==> src/rtl/hazard_forwarding_unit.sv <==
// -----------------------------------------------------------------------------
// HazardForwarding: pipeline hazard controller for the ID stage.
//
// Keeps a shadow copy of the destination-register info of the instructions
// currently in EX, MEM and WB. From that it derives:
//   - operand-forwarding selects for the three register-file read ports,
//   - the PC load enable handed to the register file (R15),
//   - the IF/ID load enable (held low on a load-use stall),
//   - the ID/EX bubble select (stall or taken-branch flush),
//   - saturating counters of stall cycles and flush cycles.
//
// Ports:
//   CLK, RST                   clock, synchronous active-high reset
//   ID_SA/ID_SB/ID_SD [3:0]    source register indices of the ID instruction
//   ID_useA/useB/useD          the matching source is really read
//   ID_C [3:0], ID_RFLd        destination index / register-write flag of ID
//   ID_load                    the ID instruction is a memory load
//   EX_flush                   taken branch resolved in EX, squash ID
//   HZPCld                     PC load enable (0 = hold PC)
//   IFIDLd                     IF/ID load enable
//   NOPsel                     1 = ID/EX receives a bubble
//   FWD_A/FWD_B/FWD_D [1:0]    00 RF, 01 EX, 10 MEM, 11 WB value
//   STALLcnt, FLUSHcnt [15:0]  saturating event counters
// -----------------------------------------------------------------------------
module hazard_forwarding_unit (
  input  logic        CLK,
  input  logic        RST,
  input  logic [3:0]  ID_SA,
  input  logic [3:0]  ID_SB,
  input  logic [3:0]  ID_SD,
  input  logic        ID_useA,
  input  logic        ID_useB,
  input  logic        ID_useD,
  input  logic [3:0]  ID_C,
  input  logic        ID_RFLd,
  input  logic        ID_load,
  input  logic        EX_flush,
  output logic        HZPCld,
  output logic        IFIDLd,
  output logic        NOPsel,
  output logic [1:0]  FWD_A,
  output logic [1:0]  FWD_B,
  output logic [1:0]  FWD_D,
  output logic [15:0] STALLcnt,
  output logic [15:0] FLUSHcnt
);

  typedef struct packed {
    logic [3:0] c;
    logic       rfLd;
    logic       load;
  } slot_t;

  localparam logic [3:0]  PcReg  = 4'hF;
  localparam logic [15:0] CntMax = 16'hFFFF;

  slot_t       exQ, memQ, wbQ;
  slot_t       exD;
  logic [15:0] stallCntQ, stallCntD;
  logic [15:0] flushCntQ, flushCntD;
  logic        loadUse;

  // A source matches a slot when that slot writes exactly this register.
  // R15 is the PC and always comes straight from the register file.
  function automatic logic slotMatch(input slot_t s, input logic [3:0] src);
    return s.rfLd && (s.c == src) && (src != PcReg);
  endfunction

  // Youngest writer wins: EX before MEM before WB.
  function automatic logic [1:0] fwdSelect(input slot_t ex, input slot_t mem,
                                           input slot_t wb, input logic [3:0] src);
    if (slotMatch(ex, src))       return 2'b01;
    else if (slotMatch(mem, src)) return 2'b10;
    else if (slotMatch(wb, src))  return 2'b11;
    else                          return 2'b00;
  endfunction

  // Forward selects are produced for every port, whether the port is used or
  // not; only the stall decision looks at the use flags.
  always_comb begin
    FWD_A = fwdSelect(exQ, memQ, wbQ, ID_SA);
    FWD_B = fwdSelect(exQ, memQ, wbQ, ID_SB);
    FWD_D = fwdSelect(exQ, memQ, wbQ, ID_SD);
  end

  // Load-use: a load in EX produces its data too late for the ID consumer,
  // so ID must wait one cycle and pick the value up from MEM instead.
  always_comb begin
    loadUse = exQ.load && exQ.rfLd &&
              ((ID_useA && slotMatch(exQ, ID_SA)) ||
               (ID_useB && slotMatch(exQ, ID_SB)) ||
               (ID_useD && slotMatch(exQ, ID_SD)));
  end

  // A flush overrides the stall: the instruction that caused the hazard is
  // being squashed anyway, so fetch proceeds and only a bubble goes forward.
  always_comb begin
    HZPCld = 1'b1;
    IFIDLd = 1'b1;
    NOPsel = 1'b0;
    if (EX_flush) begin
      NOPsel = 1'b1;
    end else if (loadUse) begin
      HZPCld = 1'b0;
      IFIDLd = 1'b0;
      NOPsel = 1'b1;
    end
  end

  // Next EX slot and saturating counter updates.
  always_comb begin
    exD       = NOPsel ? '0 : slot_t'{c: ID_C, rfLd: ID_RFLd, load: ID_load};
    stallCntD = stallCntQ;
    flushCntD = flushCntQ;
    if (EX_flush) begin
      if (flushCntQ != CntMax) flushCntD = flushCntQ + 16'd1;
    end else if (loadUse) begin
      if (stallCntQ != CntMax) stallCntD = stallCntQ + 16'd1;
    end
  end

  // Shadow pipeline advances every edge; reset clears slots and counters,
  // which also drops any stall in progress without counting it.
  always_ff @(posedge CLK) begin
    if (RST) begin
      exQ       <= '0;
      memQ      <= '0;
      wbQ       <= '0;
      stallCntQ <= '0;
      flushCntQ <= '0;
    end else begin
      wbQ       <= memQ;
      memQ      <= exQ;
      exQ       <= exD;
      stallCntQ <= stallCntD;
      flushCntQ <= flushCntD;
    end
  end

  assign STALLcnt = stallCntQ;
  assign FLUSHcnt = flushCntQ;

endmodule

==> config.mk <==
export PLATFORM = sky130hd
export DESIGN_NAME = hazard_forwarding_unit
export DESIGN_NICKNAME = d
export VERILOG_FILES = /design/src/rtl/hazard_forwarding_unit.sv
export SDC_FILE = /design/constraint.sdc
export NUM_CORES = 1
export LEC_CHECK = 0
export ABC_CLOCK_PERIOD_IN_PS = 2650
export CORE_MARGIN = 2
export CORE_UTILIZATION = 47
export CTS_BUF_LIST = sky130_fd_sc_hd__clkbuf_2
export CTS_CLUSTER_SIZE = 12
export DETAILED_ROUTE_END_ITERATION = 16
export GPL_TIMING_DRIVEN = 0
export PLACE_DENSITY = 0.79
export SETUP_SLACK_MARGIN = 0.3
export SYNTH_ARGS = -nofsm -noshare
export SYNTH_HDL_FRONTEND = slang
export SYNTH_SLANG_ARGS = --single-unit
==> constraint.sdc <==
create_clock -name CLK -period 2.65 [get_ports CLK]
set_clock_uncertainty 0.2 [all_clocks]
set_input_delay 0.6625 -clock CLK [delete_from_list [all_inputs] [get_ports CLK]]
set_output_delay 0.6625 -clock CLK [all_outputs]
set_load 0.005 [all_outputs]
== Yosys cells after proc, flatten, opt, wreduce, memory -nomap -nowiden ==
Index checks and enable logic that the tools add are counted.

* Add/sub/neg operators: 2
* Eq/ne operators: 14
* Mux-type cells: 13
* Bitwise logic cells: 1
* Reduce and logical (&&, ||, !) cells: 28

{| class="wikitable"
|+ Operators by type and width
! cell !! count
|-
| $eq 4x4->1 || 9
|-
| $add 16x1->16 const B || 2
|-
| $ne 16x16->1 const B || 2
|-
| $logic_and 1x1->1 || 23
|-
| $mux 2 || 9
|-
| $ne 4x4->1 const B || 3
|-
| $mux 1 || 4
|-
| $reduce_and 3->1 || 1
|-
| $logic_or 1x1->1 || 2
|-
| $reduce_and 2->1 || 1
|-
| $reduce_or 2->1 || 1
|-
| $not 1->1 || 1
|}

* Bits in registers: 48
* Input bits: 24
* Output and inout bits: 41
* Logic and storage cells: 67

== Logic depth before layout (Yosys ltp) ==
* Depth in word-level cells: 10
* Mapped depth: 9
* Gate-level depth less buffers: 7

== Worst setup path before layout ==
No wires, ideal clock.

* Kind: input-to-output
* Start point: in ID_SB[1]
* End point: out IFIDLd
* Arrival time: 1903 ps
* Data required time: 1788 ps
* Slack: -116 ps
* Cell stages on the path: 8
* Path buffers: 4
* Cell sequence: clkbuf_1 -> xnor2_1 -> nand2_1 -> nor4b_2 -> o31ai_2 -> buf_6 -> buf_8 -> buf_4

* Cells in the longest elaborated chain, start to end: 9
* Elaborated cells on any way between the ends: 10
* Those cells by class: eq/ne (2); mux (2); reduce/logical (6)

{| class="wikitable"
|+ RTL lines
! item !! RTL line !! RTL
|-
| from (decl) || 29 || <nowiki>input logic [3:0] ID_SB,</nowiki>
|-
| $eq 4x4->1 || 66 || <nowiki>return s.rfLd && (s.c == src) && (src != PcReg);</nowiki>
|-
| $logic_and 1x1->1 || 66 ||
|-
| $logic_and 1x1->1 * || 66 ||
|-
| $logic_and 1x1->1 * || 91 || <nowiki>(ID_useB && slotMatch(exQ, ID_SB)) ||</nowiki>
|-
| $logic_or 1x1->1 * || 90 || <nowiki>((ID_useA && slotMatch(exQ, ID_SA)) ||</nowiki>
|-
| $logic_or 1x1->1 * || 91 ||
|-
| $logic_and 1x1->1 * || 89 || <nowiki>loadUse = exQ.load && exQ.rfLd &&</nowiki>
|-
| $mux 1 * (2 in a row) || - ||
|-
| to (decl) || 39 || <nowiki>output logic IFIDLd,</nowiki>
|}

Mark *: on every way between the ends. The rest lies on a longest branch, timed or not.

== Worst setup path after layout ==
* Start point: reg exQ[4] (netlist name)
* End point: out IFIDLd

* Cells in the longest elaborated chain, start to end: 9
* Elaborated cells on any way between the ends: 17
* Those cells by class: eq/ne (3); mux (2); reduce/logical (12)

{| class="wikitable"
|+ RTL lines
! item !! RTL line !! RTL
|-
| from (decl) || 57 || <nowiki>slot_t exQ, memQ, wbQ;</nowiki>
|-
| from (signal assigned) || 126 || <nowiki>exQ <= '0;</nowiki>
|-
| from (signal assigned) || 134 || <nowiki>exQ <= exD;</nowiki>
|-
| $eq 4x4->1 || 66 ||
|-
| $logic_and 1x1->1 (2 in a row) || 66 ||
|-
| $logic_and 1x1->1 (on tied branches) || 90, 91 ||
|-
| $logic_or 1x1->1 || 90 ||
|-
| $logic_or 1x1->1 * || 91 ||
|-
| $logic_and 1x1->1 * || 89 ||
|-
| $mux 1 * || 103 || <nowiki>end else if (loadUse) begin</nowiki>
|-
| $mux 1 * || 101 || <nowiki>if (EX_flush) begin</nowiki>
|}

Marked as above.

==> impl_metrics.py <==
metrics = {
    "critical_path": {
        "critical_path_class": "flop to output port",
        "critical_path.max_stage_delay_ps": 460,
        "reg2regPathDepth": 10,
        "worstSetupStartpointType": "flop",
        "critical_path_arrival_ps": 2080,
        "crit_path_max_fanout": 6,
        "most_used_cell_cp": "buf_6",
        "critical_path_required_time_ps": 1790,
        "critPathCaptureType": "output port",
        "cp_cell_sequence": "xor2_1 > a41oi_2 > and4_4 > o31ai_4 > buf_6 > buf_8 > buf_6 > buf_6",
        "cell_with_the_largest_stage_delay_on_the_worst_path": "dfxtp_4",
    },
    "drt": {
        "first_iter_violations": 181,
        "route.detailed.vias_per_inst": 5.67,
        "routedWlPerCell_um": 16.0,
        "routed_wl_um": 7610,
        "routed-via-count": 2692,
        "drtAntennaViolNets": 0,
        "drc_errors": 0,
        "drt_first_pass_iters": 4,
    },
    "sta": {
        "time_the_worst_path_needs_with_i_o_delays_and_setup_ps": 2940,
        "worst_slew_pin_slew_ps": 742,
        "post-route-worst-setup-slack_ps": -292,
        "timing.max_slew.rel_slack_pct": 50.3,
        "timing_max_transition_violations_final": 0,
        "max_clock_freq_mhz": 340,
        "hold_viol": 0,
        "unrepaired_setup_endpoints_after_global_routing": "true",
        "number_of_setup_violations_in_the_final_report": 4,
        "fin_crit_sh_pct": 111,
    },
    "die": {
        "ios": 65,
        "core_area_sq_um": 5570,
        "die_area_sq_um": 6450,
        "floorplan.rows": 27,
        "dieWidth_um": 80.3,
        "die_height_um": 80.3,
        "initial_utilization_pct": 49.1,
    },
    "final_layout": {
        "design.final.nets": 428,
        "final_layout_size_suffix_gt1_share_pct": 33.5,
        "inserted_diodes": 0,
        "layout-area-overhead-vs-synth_pct": 45.7,
        "finalNonFillerCells": 475,
    },
    "power_and_ir_drop": {
        "p_sw_uw": 362,
        "power_frac_comb_pct": 13.7,
        "power.sequential.fraction_pct": 55.2,
        "finalPower_mw": 1.35,
        "leakagePower_nw": 1.42,
        "power_per_cell_area_nw_per_um2": 339,
        "switching_share_pct": 26.8,
        "cell_internal_pwr_uw": 988,
        "irDropWorstVdd_v": 0.000265,
        "clock_power_share_pct": 31.0,
    },
    "grt": {
        "via_count_of_the_first_global_routing_pass": 2547,
        "grt_first_pass_wirelength_um": 11600,
        "grt_antenna_before_repair": 0,
        "largest_net_degree_at_the_start_of_global_routing": 17,
        "gr-total-overflow": 0,
        "groute.usage.overall_pct": 22.5,
    },
    "worst_hold_path": {
        "whs_path_depth": 2,
        "type_of_the_most_critical_hold_path": "flop to flop",
    },
    "logic_synthesis": {
        "post_synth_instance_area_sq_um": 2740,
        "postSynthCellCount": 317,
        "ys_dominant_reg_cell": "dfxtp_1",
        "synth_area_leaders": "dfxtp_1 (35%), xor2_1 (6.7%), xnor2_1 (6.4%)",
        "ys_seq_elements": 48,
        "synth_warnings": 0,
        "synth_area_leader_cell": "dfxtp_1",
        "synth_fp_nets": 343,
        "synth_enable_flop_cells": 0,
        "ys_seq_area_share_pct": 35.1,
        "post-synth-top-area-fraction_pct": 35.1,
        "synth.avg_cell_area_sq_um": 8.63,
        "post_synth_num_cell_types": 46,
        "synth_async_sr_flop_share_pct": 0,
    },
    "placement": {
        "hpwlAfterDp_um": 4840,
        "place_congestion": 0.860,
        "dp_cells": 444,
        "io_buffer_count": 55,
        "preCtsSetupSlack_ps": -1140,
    },
    "cts": {
        "cts.sink_count": 48,
        "cts_root_buf": "clkbuf_2",
        "cts.reportedPaths.clkPinSlew_ps": 270,
        "max-clock-path-buffers": 2,
        "clock_tree.htree_level_count": 2,
        "numCtsBuffers": 5,
        "worstSkewPairLatency_ps": 420,
        "cts_tree": "yes",
    },
    "run_status": {
        "run_status": "finished with violations",
        "failed_checks": "setup timing",
    },
    "job": {
        "max_cap_viols": 0,
    },
}
==> cell usage after synthesis (3+ instances only) <==
cell type	count
a21oi_1	9
and4_1	6
buf_2	4
buf_6	3
clkbuf_1	5
clkbuf_2	3
dfxtp_1	48
inv_1	7
mux2_2	3
nand2_1	20
nand3_1	22
nand4_1	13
nor2_1	34
nor2b_1	15
nor3_1	6
nor3b_1	6
nor4_1	5
o21a_1	4
o21ai_0	10
o21bai_1	4
o31a_1	4
o41ai_1	3
or2_2	5
or3_1	7
xnor2_1	20
xor2_1	21
==> power groups by stage <==
| stage | sequential (mW) | combinational [mW] | clock, mW |
|---|---|---|---|
| 6_report | 0.745 | 0.185 | 0.419 |
| 5_1_grt | 0.747 | 0.199 | 0.456 |
| 4_1_cts | 0.744 | 0.171 | 0.423 |
| 3_5_place_dp | 0.763 | 0.152 | 0 |
| 3_3_place_gp | 0.762 | 0.148 | 0 |
| 2_1_floorplan | 0.759 | 0.101 | 0 |
==> area by class of cell <==
| type | instances | area (sq um) |
|---|---|---|
| plain buffers | 19 | 164 |
| clock buffers | 5 | 25.0 |
| clock inverters | 3 | 46.3 |
| fillers | 406 | 1590 |
| inverters | 7 | 26.3 |
| multi-input cells | 243 | 1910 |
| flip-flops and latches | 48 | 1010 |
| well taps | 72 | 90.1 |
| repair buffers | 78 | 706 |
==> cell usage in the layout, fill, tap and decap left out, types with 3 or more instances in the layout <==
cell type,count
and4_1,5
clkdlybuf4s50_1,44
nand2_1,16
clkbuf_1,4
buf_2,12
nand2_2,4
inv_1,7
nor4b_4,3
o21ai_0,10
nor2b_1,15
nor3_4,4
xor2_1,19
dfxtp_1,23
dfxtp_4,8
or2_2,4
xnor2_2,7
mux2_4,5
nand4_1,13
clkbuf_2,7
a21oi_1,8
o21a_1,4
or3_1,7
buf_6,11
dfxtp_2,17
xnor2_1,13
buf_4,19
nor3_2,3
o21bai_1,3
nor2_1,32
nor3b_1,6
nand3_1,21
nor4_1,3
o31a_1,4
==> path summary, 6_finish.rpt <==
check / from / endpoint / slack (ps)
worst max-delay path: exQ[4]$_SDFF_PP0_ / IFIDLd / -290
worst min-delay path: STALLcnt[1]$_SDFFE_PP0P_ / STALLcnt[1]$_SDFFE_PP0P_ / 320
worst max register to register: exQ[4]$_SDFF_PP0_ / STALLcnt[8]$_SDFFE_PP0P_ / 180
worst min register to register: STALLcnt[1]$_SDFFE_PP0P_ / STALLcnt[1]$_SDFFE_PP0P_ / 320
==> registers in the layout, indices dropped and copies added (netlist names) <==
register / flops
FLUSHcnt: 16
STALLcnt: 16
exQ: 6
memQ: 5
wbQ: 5
==> per-stage QoR <==
step	hold WS [ps]	cell area [sq um]	setup TNS (ps)	utilization (%)
floorplan	266	2810	-41.0	-
global placement	292	3450	-11760	61.9
detailed placement	305	3450	-13050	61.9
CTS	336	3730	-852	67.0
global route	345	3980	-1410	71.5
finish	322	3980	-967	71.5
==> logic make-up after synthesis <==
logic type	synth area share, %
and+or+nand+nor	31.0
DFF	35.1
AOI/OAI and AO/OA	11.6
xor gates and xnor gates	13.1
buffers and inverters	5.40
muxes	2.79
adders and majority gates	0.915
==> metal layers <==
layer	GRT usage [%]	part of all wire, %
met3	4.49	5.5
met1	29.1	44
met4	6.44	1.4
met2	37.8	49
met5	0	0
==> timing repair <==
action | in CTS | in global routing
pin swaps | 26 | 17
gates resized for setup | 84 | 49
hold buffers | 0 | 0
buffers inserted | 16 | 7
setup endpoints to repair | 23 | 49
==> worst max-delay path: cells and delay by family, from the launching register on <==
family	cells	cell delay, ps
simple gates	1	230
xor+xnor	1	210
compound gates	2	370
flops	1	460
buf+inv	4	400
Power figures use the tool's default switching activity.
